--- src/rtl/seq_restoring_divider_pkg.sv ---
// Shared arithmetic types and helpers for the DCT quantiser divider family.
// Imported by the divider interface, the step datapath and the divider top.
package dct_arith_pkg;

  typedef enum logic [1:0] {
    IDLE,
    RUN,
    DONE
  } div_state_t;

  localparam int DIV_W_DEFAULT = 8;

  // Bits needed to count down from n-1 to 0; never less than one bit.
  function automatic int clog2(input int n);
    int w;
    w = 1;
    while ((1 << w) < n) begin
      w++;
    end
    return w;
  endfunction

endpackage

--- src/rtl/seq_restoring_divider_if.sv ---
// Operand/result handshake bundle for the sequential divider: in_* from producer, out_* to consumer.
// The master modport is the producer/consumer side, slave is the divider.
interface seq_restoring_divider_if
  import dct_arith_pkg::*;
#(
  parameter int N = DIV_W_DEFAULT
);

  logic         in_valid;
  logic         in_ready;
  logic [N-1:0] dividend;
  logic [N-1:0] divisor;
  logic         out_valid;
  logic         out_ready;
  logic [N-1:0] quotient;
  logic [N-1:0] remainder;
  logic         div_by_zero;

  modport master (
    output in_valid,
    output dividend,
    output divisor,
    output out_ready,
    input  in_ready,
    input  out_valid,
    input  quotient,
    input  remainder,
    input  div_by_zero
  );

  modport slave (
    input  in_valid,
    input  dividend,
    input  divisor,
    input  out_ready,
    output in_ready,
    output out_valid,
    output quotient,
    output remainder,
    output div_by_zero
  );

endinterface

--- src/rtl/seq_restoring_divider_div_step.sv ---
// One combinational radix-2 restoring step: shift in the next dividend bit, trial-subtract, restore.
// Zero latency; kept separate so an unrolled or pipelined divider can reuse it.
module div_step #(
  parameter int N = 8
) (
  input  logic [N-1:0] r_i,
  input  logic [N-1:0] q_i,
  input  logic [N-1:0] divisor_i,
  output logic [N-1:0] r_o,
  output logic [N-1:0] q_o
);

  logic [N:0] r_sh;
  logic [N:0] diff;
  logic       ge;

  always_comb begin
    r_sh = {r_i, q_i[N-1]};
    diff = r_sh - {1'b0, divisor_i};
    // r_i < divisor_i keeps r_sh below 2*divisor, so the top bit of diff is exactly the borrow.
    ge   = ~diff[N];
    r_o  = ge ? diff[N-1:0] : r_sh[N-1:0];
    q_o  = {q_i[N-2:0], ge};
  end

endmodule

--- src/rtl/seq_restoring_divider.sv ---
// Unsigned N-bit restoring divider, one quotient bit per clock; result N+1 cycles after accept (1 for /0).
// One division in flight: in_ready only in IDLE, result held in DONE until out_ready.
module seq_restoring_divider
  import dct_arith_pkg::*;
#(
  parameter int N = DIV_W_DEFAULT
) (
  input  logic                   clk,
  input  logic                   rst_n,
  seq_restoring_divider_if.slave bus
);

  localparam int CNT_W = clog2(N);

  div_state_t       state_q, state_d;
  logic [CNT_W-1:0] cnt_q, cnt_d;
  logic [N-1:0]     q_q, q_d;
  logic [N-1:0]     r_q, r_d;
  logic [N-1:0]     dvs_q, dvs_d;
  logic             dbz_q, dbz_d;

  logic [N-1:0]     step_r;
  logic [N-1:0]     step_q;

  div_step #(
    .N(N)
  ) u_step (
    .r_i      (r_q),
    .q_i      (q_q),
    .divisor_i(dvs_q),
    .r_o      (step_r),
    .q_o      (step_q)
  );

  always_comb begin
    state_d = state_q;
    cnt_d   = cnt_q;
    q_d     = q_q;
    r_d     = r_q;
    dvs_d   = dvs_q;
    dbz_d   = dbz_q;

    case (state_q)
      IDLE: begin
        if (bus.in_valid) begin
          dvs_d = bus.divisor;
          cnt_d = CNT_W'(N - 1);
          if (bus.divisor == '0) begin
            // Divide-by-zero skips the iteration and reports all-ones with the dividend as remainder.
            q_d     = '1;
            r_d     = bus.dividend;
            dbz_d   = 1'b1;
            state_d = DONE;
          end else begin
            q_d     = bus.dividend;
            r_d     = '0;
            dbz_d   = 1'b0;
            state_d = RUN;
          end
        end
      end

      RUN: begin
        q_d = step_q;
        r_d = step_r;
        if (cnt_q == '0) begin
          state_d = DONE;
        end else begin
          cnt_d = cnt_q - CNT_W'(1);
        end
      end

      DONE: begin
        if (bus.out_ready) begin
          state_d = IDLE;
        end
      end

      default: begin
        state_d = IDLE;
      end
    endcase
  end

  always_ff @(posedge clk or negedge rst_n) begin
    if (!rst_n) begin
      state_q <= IDLE;
      cnt_q   <= '0;
      q_q     <= '0;
      r_q     <= '0;
      dvs_q   <= '0;
      dbz_q   <= 1'b0;
    end else begin
      state_q <= state_d;
      cnt_q   <= cnt_d;
      q_q     <= q_d;
      r_q     <= r_d;
      dvs_q   <= dvs_d;
      dbz_q   <= dbz_d;
    end
  end

  assign bus.in_ready    = (state_q == IDLE);
  assign bus.out_valid   = (state_q == DONE);
  assign bus.quotient    = q_q;
  assign bus.remainder   = r_q;
  assign bus.div_by_zero = dbz_q;

endmodule

--- src/flat_wrapper.sv ---
// flat-port wrapper written by rule: the top's interface ports become plain ports
module seq_restoring_divider_flat import dct_arith_pkg::*;
#(
  parameter int N = DIV_W_DEFAULT
)
  (clk, rst_n, bus_in_valid, bus_dividend, bus_divisor, bus_out_ready, bus_in_ready, bus_out_valid, bus_quotient, bus_remainder, bus_div_by_zero);
  seq_restoring_divider_if #(.N(N)) bus_i ();
  input  logic clk;
  input  logic rst_n;
  input wire logic [$bits(bus_i.in_valid)-1:0] bus_in_valid;
  input wire logic [$bits(bus_i.dividend)-1:0] bus_dividend;
  input wire logic [$bits(bus_i.divisor)-1:0] bus_divisor;
  input wire logic [$bits(bus_i.out_ready)-1:0] bus_out_ready;
  output wire logic [$bits(bus_i.in_ready)-1:0] bus_in_ready;
  output wire logic [$bits(bus_i.out_valid)-1:0] bus_out_valid;
  output wire logic [$bits(bus_i.quotient)-1:0] bus_quotient;
  output wire logic [$bits(bus_i.remainder)-1:0] bus_remainder;
  output wire logic [$bits(bus_i.div_by_zero)-1:0] bus_div_by_zero;
  assign bus_i.in_valid = bus_in_valid;
  assign bus_i.dividend = bus_dividend;
  assign bus_i.divisor = bus_divisor;
  assign bus_i.out_ready = bus_out_ready;
  assign bus_in_ready = bus_i.in_ready;
  assign bus_out_valid = bus_i.out_valid;
  assign bus_quotient = bus_i.quotient;
  assign bus_remainder = bus_i.remainder;
  assign bus_div_by_zero = bus_i.div_by_zero;
  seq_restoring_divider #(.N(N)) u_core (.clk(clk), .rst_n(rst_n), .bus(bus_i));
endmodule
--- config.mk ---
export PLATFORM = sky130hd
export DESIGN_NAME = seq_restoring_divider_flat
export DESIGN_NICKNAME = d
export VERILOG_FILES = /design/src/rtl/seq_restoring_divider_pkg.sv /design/src/rtl/seq_restoring_divider_if.sv /design/src/rtl/seq_restoring_divider_div_step.sv /design/src/rtl/seq_restoring_divider.sv /design/src/flat_wrapper.sv
export SDC_FILE = /design/constraint.sdc
export NUM_CORES = 1
export LEC_CHECK = 0
export ABC_AREA = 0
export CORE_AREA = 4 4 99 64
export DETAILED_ROUTE_END_ITERATION = 10
export DIE_AREA = 0 0 103 68
export SETUP_SLACK_MARGIN = 0.1
export SLEW_MARGIN = 10
export SYNTH_ARGS = -nofsm -noshare
export SYNTH_HDL_FRONTEND = slang
export SYNTH_SLANG_ARGS = --single-unit
export TNS_END_PERCENT = 20
--- constraint.sdc ---
create_clock -name clk -period 2.8 [get_ports clk]
set_clock_uncertainty 0.15 [all_clocks]
set_input_delay 0.28 -clock clk [delete_from_list [all_inputs] [get_ports clk]]
set_output_delay 0.28 -clock clk [all_outputs]
set_load 0.005 [all_outputs]
==> results.toml, run 1 <==
[run_status]
status = "finished clean"

[logic_synthesis]
synth_seq_cells = 30
ys_seq_area_share_pct = 40.6
ys_types = 43
synth.avg_cell_area_um2 = 9.48
synth.top_cells.by_area = "dfrtp_1, ha_1, mux2_2"
syn_inst = 195
yosys.area.top_type_share_pct = 40.6
synth-async-reset-ratio_pct = 100
synthesis.nets = 226
syn_area_um2 = 1850
ys_warn_count = 0
synthFlopType = "dfrtp_1"
synth_top_area_cell = "dfrtp_1"
synth_edf_count = 0

[flow_run]
drv_cap = 0

[floorplan]
pin_count = 39
die_area_um2 = 7000
row_count = 21
fp.dieH_um = 68
die_width_um = 103
core_area_um2 = 5410
initial_utilization_pct = 34.1

[timing]
rsz0062_at_grt = "no"
fin_ws_ns = 0.205
fmax_mhz = 385
worst_pin_slew_ns = 0.671
setup_viol = 0
slew_viol_final = 0
tns_ns = 0
finalCritPeriodShare_pct = 92.7
hold_violations = 0
relSlewSlack_pct = 55.2
finalCriticalPeriod_ns = 2.59

[routing]
drt_first_iter_violations = 79
drc = 0
avgViaCountPerCell = 5.23
routed_wl_mm = 4.94
routedWlPerCell_um = 15.8
drtPass1Iterations = 4
vias = 1632
final_antenna_net_count = 0

[clock_tree]
cts_root_buffer = "clkbuf_8"
cts_tree = "done"
clock_path_buffers = 2
numClockSinks = 30
cts_hold_buf = 0
numCtsBuffers = 5
htreeDepth = 2
clock_latency_ns = 0.28
clk_pin_slew_worst_paths_ns = 0.06

[grt]
overflow = 0
grt_pass1_wl_mm = 8.11
grt_usage_pct = 15.2
grt_max_degree = 31
grt_pass1_vias = 1608
antenna_found_initial = 0

[final_layout]
drive_gt1_share_pct = 15.2
layout_common_cells = "clkdlybuf4s50_1, dfrtp_1, nand2_1"
syn2layout_area_growth_pct = 33.6
nets = 275
final_common_cell = "clkdlybuf4s50_1"
antenna-diode-count = 0
num-fill-cells = 533

[worst_setup_path]
startpoint_type = "register"
cp.arrival_ns = 2.61
crit_type = "reg -> reg"
critPathMaxFanout = 6
cp-end-kind = "register"
required_ns = 2.81

[hold_path]
worst_hold_path_type = "in -> async"

[power_and_ir_drop]
power.density_nw_per_um2 = 1430
ir_drop_uv = 507
p_leak_nw = 1.05

[placed_design]
pre_cts_ws_ns = 0.00833
place_hpwl_mm = 3.73
gp_congestion = 0.891
portBuffers = 38
==> state kept, by name, summed over array words and instances (netlist names) <==
signal,count
u_core.state_q,2
u_core.cnt_q,3
u_core.dvs_q,8
u_core.bus.div_by_zero,1
u_core.bus.remainder,8
u_core.bus.quotient,8
==> worst max-delay path, cell delays in order, from the launching register on <==
cell	delay [ns]
dfrtp_1	0.39
inv_2	0.09
ha_4	0.13
inv_1	0.05
fa_2	0.39
a211oi_4	0.26
o211ai_1	0.11
a221o_2	0.45
mux2i_1	0.16
a221o_1	0.30
==> power breakdown <==
group          internal, mW  switching, mW  total [mW]
Combinational          1.19           1.15        2.34
Clock                 0.189          0.152       0.341
Sequential            0.661          0.197       0.857
==> metrics by stage <==
| step | utilization (%) | power [mW] | cells | cell area [µm²] | hold WS, ns |
|---|---|---|---|---|---|
| floorplan | - | 2.37 | 195 | 1850 | -0.166 |
| global placement | 43.0 | 3.00 | 301 | 2330 | 0.312 |
| detailed placement | 43.0 | 3.02 | 301 | 2330 | 0.325 |
| CTS | 44.8 | 3.45 | 309 | 2430 | 0.256 |
| global route | 45.6 | 3.87 | 312 | 2470 | 0.277 |
| finish | 45.6 | 3.54 | 312 | 2470 | 0.235 |
==> cell type report <==
class                   instances  area (µm²)  area share [%]
clock buffers                   6        82.6            3.34
well taps                      69        86.3            3.50
repair buffers                 50         478            19.4
flip-flops and latches         30         751            30.4
inverters                      12        45.0            1.82
multi-input cells             145        1030            41.6
==> routing by layer <==
layer / up-vias / share of wire (%) / GRT usage (%)
met5: - / 0 / 0
met4: 0 / 1.4 / 4.85
met3: 8 / 9.0 / 4.58
met2: 60 / 39 / 20.6
met1: 757 / 51 / 22.8
li1: 807 / - / -
==> kinds of logic after synthesis <==
group	after synthesis	synth area share, %
compound gates	62	23.0
xor+xnor	3	1.42
fa+ha+maj	11	7.85
buf+inv	20	4.67
flops	30	40.6
mux	15	8.67
simple gates	54	13.7
==> cells in the mapped netlist (2+ instances only) <==
cell type   n
mux2i_1     7
a21oi_1    12
nand2b_1    3
o211ai_1    3
clkbuf_1    5
o22ai_1    10
nor2b_1     6
nand2_1    21
ha_1       10
a21oi_2     2
o31ai_1     2
dfrtp_1    30
mux2_2      8
nand3_1     4
xor2_1      3
o21ai_0    15
inv_1      12
nor2_1     13
nor4_1      2
a211oi_1    2
o221ai_1    2
a221o_1     2
==> path summary, 6_finish.rpt <==
check	slack, ns	end	depth (start not counted)	startpoint
hold / removal	0.24	u_core.dvs_q[4]	2	rst_n
setup reg to reg	0.21	u_core.bus.remainder[0]	9	u_core.bus.quotient[7]
max in group asynchronous	1.98	u_core.bus.remainder[1]	2	rst_n
setup / recovery	0.21	u_core.bus.remainder[0]	9	u_core.bus.quotient[7]
hold reg to reg	0.33	u_core.bus.div_by_zero	2	u_core.bus.div_by_zero
min in group clk	0.33	u_core.bus.div_by_zero	2	u_core.bus.div_by_zero
==> repair_timing <==
action | in CTS | in global routing
setup buffers | 2 | 3
endpoints found under the setup margin | 5 | 7
gates resized for setup | 2 | 5
pin swaps | 2 | 6
(Power assumes the default switching activity.)
==> run 2, diff against run 1 <==
--- a/config.mk
+++ b/config.mk
@@ -9,6 +9,7 @@
 export CORE_AREA = 4 4 99 64
 export DETAILED_ROUTE_END_ITERATION = 10
 export DIE_AREA = 0 0 103 68
+export MAX_ROUTING_LAYER = met4
 export SETUP_SLACK_MARGIN = 0.1
 export SLEW_MARGIN = 10
 export SYNTH_ARGS = -nofsm -noshare
==> results.toml, run 2 (synthesized netlist as in run 1, its figures left out) <==
[power_and_ir_drop]
p_leak_nw = 1.05
p_comb_share_pct = 66.0
ir_drop_uv = 506
p_clk_share_pct = 9.7
power_switching_share_pct = 42.4
power.net_switching_mw = 1.50
seqPwrFrac_pct = 24.2
p_int_mw = 2.04
power.density_nw_per_um2 = 1430

[placed_design]
portBuffers = 38
place_hpwl_mm = 3.73
gp_congestion = 0.905
placed_cell_area_um2 = 2330
pre_cts_ws_ns = 0.00833

[worst_setup_path]
critPathMaxFanout = 6
crit_family = "compound AO/OA/AOI/OAI gates"
cp_slowest_cell = "a221o_2"
startpoint_type = "register"
worst-path-buf-inv = 2
required_ns = 2.82
cpPeakStageDelay_ns = 0.45
cp.arrival_ns = 2.61
cp-end-kind = "register"
crit_chain = "inv_2, ha_4, inv_1, fa_2, a211oi_4, o211ai_1, a221o_2, mux2i_1, a221o_1"
crit_type = "reg -> reg"

[floorplan]
die_area_um2 = 7000
die_width_um = 103
initial_utilization_pct = 34.1
pin_count = 39
core_area_um2 = 5410
fp.dieH_um = 68
row_count = 21

[routing]
avgViaCountPerCell = 5.24
drt_first_iter_violations = 78
drc = 0
final_antenna_net_count = 0
drtPass1Iterations = 4
vias = 1634
routed_wl_mm = 4.96
routedWlPerCell_um = 15.9

[timing]
hold_violations = 0
fmax_mhz = 385
worst_pin_slew_ns = 0.658
finalCritPeriodShare_pct = 92.7
tns_ns = 0
finalCriticalPeriod_ns = 2.59
setup_viol = 0
relSlewSlack_pct = 56.0
slew_viol_final = 0
fin_ws_ns = 0.205
rsz0062_at_grt = "no"

[flow_run]
drv_cap = 0

[hold_path]
worst_hold_path_type = "in -> async"

[final_layout]
drive_gt1_share_pct = 15.2
nets = 275
stdcell_area_um2 = 2470
final_util_pct = 45.6
antenna-diode-count = 0
syn2layout_area_growth_pct = 33.6
final_common_cell = "clkdlybuf4s50_1"
layout_common_cells = "clkdlybuf4s50_1, dfrtp_1, nand2_1"

[clock_tree]
clk_pin_slew_worst_paths_ns = 0.06
cts_root_buffer = "clkbuf_8"
numClockSinks = 30
clock_path_buffers = 2
numCtsBuffers = 5
htreeDepth = 2
cts_tree = "done"
clock_latency_ns = 0.28

[grt]
overflow = 0
grt_pass1_vias = 1614
antenna_found_initial = 0
grt_usage_pct = 15.7
grt_max_degree = 31
grt_pass1_wl_mm = 8.09

[run_status]
status = "finished clean"
run 2: cell counts in the layout (fill, tap and decap cells not counted):
No cell type changed its count.
run 2: area by class of cell:
cell class,instances,area (µm²)
timing repair buffer,50,478
fill,533,2940
tap,69,86.3
multi-input combinational,145,1030
inverter,12,45.0
clock buffer,6,82.6
sequential,30,751
run 2: routing by layer:
metal / wire, µm / up-vias / GRT usage (%)
li1: - / 809 / -
met1: 2580 / 766 / 22.9
met2: 1920 / 51 / 20.8
met3: 390 / 8 / 4.48
met4: 68 / 0 / 4.36
met5: 0 / - / -
run 2: timing repair:
action                                  CTS  global route
buffers inserted                          2             3
gates resized for setup                   2             5
endpoints found under the setup margin    5             7
pin swaps                                 2             6
cloned                                    0             0
hold buffers                              0             0
run 2: path summary, 6_finish.rpt:
kind / start / end / slack, ns / cells after the start
setup / recovery: u_core.bus.quotient[7] / u_core.bus.remainder[0] / 0.21 / 9
hold / removal: rst_n / u_core.dvs_q[4] / 0.23 / 2
setup reg to reg: u_core.bus.quotient[7] / u_core.bus.remainder[0] / 0.21 / 9
hold reg to reg: u_core.bus.div_by_zero / u_core.bus.div_by_zero / 0.33 / 2
max in group asynchronous: rst_n / u_core.bus.remainder[1] / 1.98 / 2
min in group clk: u_core.bus.div_by_zero / u_core.bus.div_by_zero / 0.33 / 2
run 2: power groups by stage:
stage                     clock network [mW]  registers (mW)  logic [mW]
after global routing                   0.370           0.896        2.60
after detailed placement                   0           0.859        2.16
final                                  0.344           0.858        2.34
after floorplan                            0           0.813        1.56
after CTS                              0.351           0.854        2.24
after global placement                     0           0.856        2.15
run 2: stage by stage:
stage | std cells | hold WS, ns | power, mW
CTS | 309 | 0.256 | 3.45
detailed placement | 301 | 0.325 | 3.02
global placement | 301 | 0.312 | 3.00
floorplan | 195 | -0.166 | 2.37
finish | 312 | 0.231 | 3.54
global route | 312 | 0.275 | 3.87
